--- src/rtl/rewire_step_sched.sv ---
// Round-robin/lockable scheduler in front of one ReWire step device; grant and dev_in are combinational,
// responses return LAT+1 cycles after the grant; no grant while flushing, resetting or locked by another requester; responses cannot stall.
module rewire_step_sched #(
    parameter int NREQ    = 4,
    parameter int W       = 8,
    parameter int LAT     = 0,
    parameter int RST_CYC = 2
) (
    input  logic              clk,
    input  logic              rst,
    input  logic [NREQ-1:0]   req_valid,
    input  logic [NREQ*W-1:0] req_data,
    input  logic [NREQ-1:0]   req_lock,
    output logic [NREQ-1:0]   req_ready,
    output logic [NREQ-1:0]   resp_valid,
    output logic [W-1:0]      resp_data,
    input  logic              flush,
    output logic              busy,
    output logic [W-1:0]      dev_in,
    output logic              dev_step,
    output logic              dev_rst,
    input  logic [W-1:0]      dev_out
);
    localparam int IW = $clog2(NREQ);
    localparam int CW = $clog2(RST_CYC + 1);

    typedef enum logic [1:0] {S_RESET, S_IDLE, S_LOCKED, S_DRAIN} state_t;

    state_t          state, state_nxt;
    logic [IW-1:0]   ptr, owner;
    logic [CW-1:0]   rst_cnt;
    logic [W-1:0]    dev_in_q;
    logic            gnt_vld;
    logic [IW-1:0]   gnt_id;
    logic            smp_vld;
    logic [IW-1:0]   smp_id;
    logic            inflight, inflight_nxt;
    logic            busy_nxt;

    function automatic logic [IW-1:0] wrap_add(input logic [IW-1:0] a, input int b);
        int s;
        s = int'(a) + b;
        if (s >= NREQ) s = s - NREQ;
        return IW'(s);
    endfunction

    // Flush wins over any grant in the same cycle.
    always_comb begin
        gnt_vld = 1'b0;
        gnt_id  = '0;
        if (!rst && !flush) begin
            if (state == S_IDLE) begin
                for (int k = NREQ - 1; k >= 0; k--) begin
                    if (req_valid[wrap_add(ptr, k)]) begin
                        gnt_vld = 1'b1;
                        gnt_id  = wrap_add(ptr, k);
                    end
                end
            end else if (state == S_LOCKED && req_valid[owner]) begin
                gnt_vld = 1'b1;
                gnt_id  = owner;
            end
        end
    end

    assign req_ready = gnt_vld ? (NREQ'(1) << gnt_id) : '0;
    assign dev_step  = gnt_vld;
    assign dev_in    = gnt_vld ? req_data[gnt_id*W +: W] : dev_in_q;
    assign dev_rst   = rst | (state == S_RESET);

    generate
        if (LAT == 0) begin : g_lat0
            assign smp_vld      = gnt_vld;
            assign smp_id       = gnt_id;
            assign inflight     = 1'b0;
            assign inflight_nxt = 1'b0;
        end else begin : g_pipe
            logic [LAT-1:0]         pipe_vld;
            logic [LAT-1:0][IW-1:0] pipe_id;

            always_ff @(posedge clk) begin
                if (rst) begin
                    pipe_vld <= '0;
                    pipe_id  <= '0;
                end else begin
                    pipe_vld[0] <= gnt_vld;
                    pipe_id[0]  <= gnt_id;
                    for (int k = 1; k < LAT; k++) begin
                        pipe_vld[k] <= pipe_vld[k-1];
                        pipe_id[k]  <= pipe_id[k-1];
                    end
                end
            end

            assign smp_vld      = pipe_vld[LAT-1];
            assign smp_id       = pipe_id[LAT-1];
            assign inflight     = |pipe_vld;
            // The last stage leaves this cycle; everything else shifts along.
            assign inflight_nxt = gnt_vld | (|(pipe_vld & ~(LAT'(1) << (LAT - 1))));
        end
    endgenerate

    always_comb begin
        state_nxt = state;
        case (state)
            S_RESET:  if (rst_cnt == CW'(RST_CYC - 1)) state_nxt = S_IDLE;
            S_IDLE, S_LOCKED: begin
                if (flush)        state_nxt = S_DRAIN;
                else if (gnt_vld) state_nxt = req_lock[gnt_id] ? S_LOCKED : S_IDLE;
            end
            S_DRAIN:  if (!inflight) state_nxt = S_RESET;
            default:  state_nxt = S_RESET;
        endcase
        busy_nxt = (state_nxt == S_RESET) || (state_nxt == S_DRAIN) || inflight_nxt;
    end

    always_ff @(posedge clk) begin
        if (rst) begin
            state      <= S_RESET;
            rst_cnt    <= '0;
            ptr        <= '0;
            owner      <= '0;
            dev_in_q   <= '0;
            resp_valid <= '0;
            resp_data  <= '0;
            busy       <= 1'b1;
        end else begin
            state   <= state_nxt;
            rst_cnt <= (state == S_RESET) ? rst_cnt + CW'(1) : '0;
            if (gnt_vld) begin
                ptr      <= wrap_add(gnt_id, 1);
                owner    <= gnt_id;
                dev_in_q <= dev_in;
            end
            resp_valid <= smp_vld ? (NREQ'(1) << smp_id) : '0;
            if (smp_vld) resp_data <= dev_out;
            busy <= busy_nxt;
        end
    end
endmodule

--- config.mk ---
export PLATFORM = sky130hd
export DESIGN_NAME = rewire_step_sched
export DESIGN_NICKNAME = d
export VERILOG_FILES = /design/src/rtl/rewire_step_sched.sv
export SDC_FILE = /design/constraint.sdc
export NUM_CORES = 1
export LEC_CHECK = 0
export CAP_MARGIN = 20
export CELL_PAD_IN_SITES_DETAIL_PLACEMENT = 0
export CELL_PAD_IN_SITES_GLOBAL_PLACEMENT = 2
export CORE_ASPECT_RATIO = 1.75
export CORE_MARGIN = 2
export CORE_UTILIZATION = 23
export CTS_BUF_LIST = sky130_fd_sc_hd__clkbuf_16
export CTS_CLUSTER_SIZE = 24
export DETAILED_ROUTE_END_ITERATION = 8
export PLACE_DENSITY_LB_ADDON = 0.15
export RECOVER_POWER = 50
export SYNTH_ARGS = -nofsm -noshare
export SYNTH_HDL_FRONTEND = slang
export SYNTH_SLANG_ARGS = --single-unit
--- constraint.sdc ---
create_clock -name clk -period 2.9 [get_ports clk]
set_input_delay 0.58 -clock clk [delete_from_list [all_inputs] [get_ports clk]]
set_output_delay 0.58 -clock clk [all_outputs]
set_load 0.02 [all_outputs]
==> summary.md <==
| Metric | Value |
|---|---|
| CP max stage cell | `clkdlybuf4s50_1` |
| Root Buffer | `clkbuf_16` |
| Period utilisation layout | `0.983` |
| Yosys warning count | `0` |
| Most common cell after layout, fill and taps aside | `clkdlybuf4s50_1` |
| Synth Area per Inst | `9.05 sq um` |
| Largest net degree at the start of global routing | `16` |
| Setup TNS | `0 ns` |
| Status | `finished, final reports clean` |
| 1st-iter DRT viols | `39` |
| Total wire length | `5490 um` |
| RSZ-0062 raised after global routing | `true` |
| Worst Setup SP | `rst` |
| Number of H-tree levels | `2` |
| # rows | `41` |
| Routability congestion estimate | `0.853` |
| R2R Path Start | `state[0]` |
| Slew Viols, Final | `0` |
| Max-cap viol count | `0` |
| Global-route wire length before repair | `9030 um` |
| CP arrival | `2.27 ns` |
| Critical path fanouts, max | `10` |
| Initial core utilization | `0.239` |
| Final Setup Violations | `0` |
| Crit path required time | `2.32 ns` |
| Post-DR vias/cell | `4.44` |
| Die Y | `119 um` |
| Crit-path max cell delay | `0.42 ns` |
| Fin Clk Skew | `0.00359 ns` |
| Hold WS | `0.427 ns` |
| Vias in the first global route | `1,840` |
| Via count | `1,740` |
| CTS tree | `yes` |
| Netlist cell types | `39` |
| Most frequent cells in the layout | `clkdlybuf4s50_1, buf_4, nand2_1` |
| Crit path time final | `2.85 ns` |
| Endpoints failing hold | `0` |
| Setup crit end kind | `primary output` |
| Cell Pwr Density | `556 nW/um^2` |
| Initial antenna violation count | `0` |
| Crit path launch type | `input port` |
| CTS Hold Bufs | `0` |
| ANT nets after route | `0` |
| # IOs | `78` |
| Drt drc | `0` |
| Seq/Total Area, Yosys | `0.336` |
| Worst hold start | `rst_cnt[0]` |
| Clock Pin Slew Worst Setup and Hold Paths | `0.05 ns` |
| Worst vdd ir | `0.000290 V` |
| Number of buffers on the longest clock path | `2` |
| TritonCTS buffer count | `5` |
| DR pass1 iterations | `5` |
| Synthesized instance count | `191` |
| Wirelength per Cell | `14.0 um` |
| Measured slew at the worst slew-check pin | `0.318 ns` |
| GRT Overall Usage | `0.137` |
| Worst slew margin | `0.788` |
| Tightest Hold Check Type | `reg -> reg` |
| Syn nets | `250` |
| Post-synthesis cell area | `1730 sq um` |
| Worst skew pair latency | `0.27 ns` |
| Layout Utilization | `0.422` |
| Area grow syn2layout | `76.7%` |
| Critical path cell sequence | `clkdlybuf4s50_1 -> or2_4 -> a31oi_2 -> o21ai_2 -> buf_12 -> mux2i_2 -> o221ai_2 -> buf_4` |
| Crit Path Class | `in -> out` |
| Leakage power | `0.00134 uW` |
| # port buffers | `77` |
| DIE AREA | `8250 sq um` |
| Post-layout nets | `364` |
| Tot Pwr | `1700 uW` |
| Grt ovf | `0` |
| Die width | `69.5 um` |
| DP Wirelength | `4300 um` |
| Clock tree sinks | `29` |
| Core Area | `7230 sq um` |
| FF+latch count, synth | `29` |
| # diodes | `0` |
| R2R Setup Slk | `0.57 ns` |
| Max Freq | `351 MHz` |
| Share of cells above drive strength 1 | `0.314` |
[registers in the layout (all words and copies together), names as in the netlist]
register    cells
state           2
rst_cnt         2
resp_data       8
resp_valid      4
owner           2
busy            1
ptr             2
dev_in_q        8
[per-stage QoR]
| step | area, sq um | cells | setup WS, ns |
|---|---|---|---|
| global placement | 2810 | 376 | -0.758 |
| CTS | 2990 | 389 | 0.000276 |
| global route | 3050 | 392 | -0.0355 |
| floorplan | 1730 | 191 | 0.318 |
| finish | 3050 | 392 | 0.0505 |
| detailed placement | 2810 | 376 | -0.749 |
[cells in the mapped netlist]
cell type,n,share of area
or2_1,1,0.0036
inv_1,7,0.015
mux2i_1,19,0.11
ha_1,8,0.058
nand4b_1,1,0.0051
a22o_1,1,0.0051
nand4_1,1,0.0036
dfxtp_1,29,0.34
nor4b_2,1,0.0087
nand2b_4,1,0.0080
a2bb2oi_1,1,0.0051
o2bb2ai_1,2,0.010
or2_2,1,0.0036
o21ai_4,1,0.0094
buf_2,4,0.012
nand2_1,34,0.074
inv_2,1,0.0022
nand3_1,2,0.0058
o31ai_2,1,0.0072
nor2b_1,5,0.018
buf_6,2,0.013
and2_1,16,0.058
a22oi_1,1,0.0043
nor2_1,5,0.011
o21ai_2,2,0.010
o21ai_1,1,0.0029
a31oi_1,2,0.0072
a211o_1,1,0.0051
a32o_1,1,0.0058
nor3_1,3,0.0087
nand2b_1,4,0.014
o22a_1,1,0.0051
a211oi_1,1,0.0043
o21a_1,2,0.0087
clkbuf_1,3,0.0065
o221ai_2,9,0.078
o32a_4,1,0.013
a21oi_1,12,0.035
o21ai_0,3,0.0087
[critical path, delay by kind of cell]
kind	cells	cell delay, ns
AOI/OAI and AO/OA	3	0.48
and+or+nand+nor	1	0.27
muxes	1	0.16
buffers and inverters	3	0.77
[kinds of logic after synthesis]
| group | synth area share |
|---|---|
| AND/OR/NAND/NOR | 0.222 |
| AO/OA/AOI/OAI | 0.225 |
| flip-flops | 0.336 |
| multiplexers | 0.110 |
| buffers and inverters | 0.0485 |
| adder cells (fa/ha/maj) | 0.0579 |
[worst paths after layout]
check        cells past startpoint         end
max reg2reg                     11        busy
min reg2reg                      1  rst_cnt[0]
max                              8   dev_in[7]
min                              1  rst_cnt[0]
[power by group]
| part | switching, uW | internal, uW | leakage (uW) |
|---|---|---|---|
| logic | 351 | 389 | 0.00103 |
| clock network | 176 | 311 | 0.0000748 |
| registers | 22.7 | 449 | 0.000236 |
[timing repair]
action / in CTS / in global routing
resized for setup: 63 / 26
setup buffers: 5 / 3
cloned: 0 / 0
endpoints found under the setup margin: 13 / 12
pin swaps: 4 / 4
[per-layer routing]
metal	share of wire	vias to the layer above	GRT usage
li1	-	904	-
met1	0.37	777	0.141
met2	0.57	54	0.269
met3	0.050	5	0.0367
met4	0.011	0	0.0331
met5	0	-	0
[layout make-up]
cell class | instances | area (sq um)
inverters | 8 | 30.0
multi-input cells | 145 | 1140
clock buffers | 5 | 125
fillers | 755 | 4180
clock inverters | 3 | 13.8
flip-flops and latches | 29 | 582
repair buffers | 116 | 1050
well taps | 86 | 108
Power figures use the tool's default switching activity.
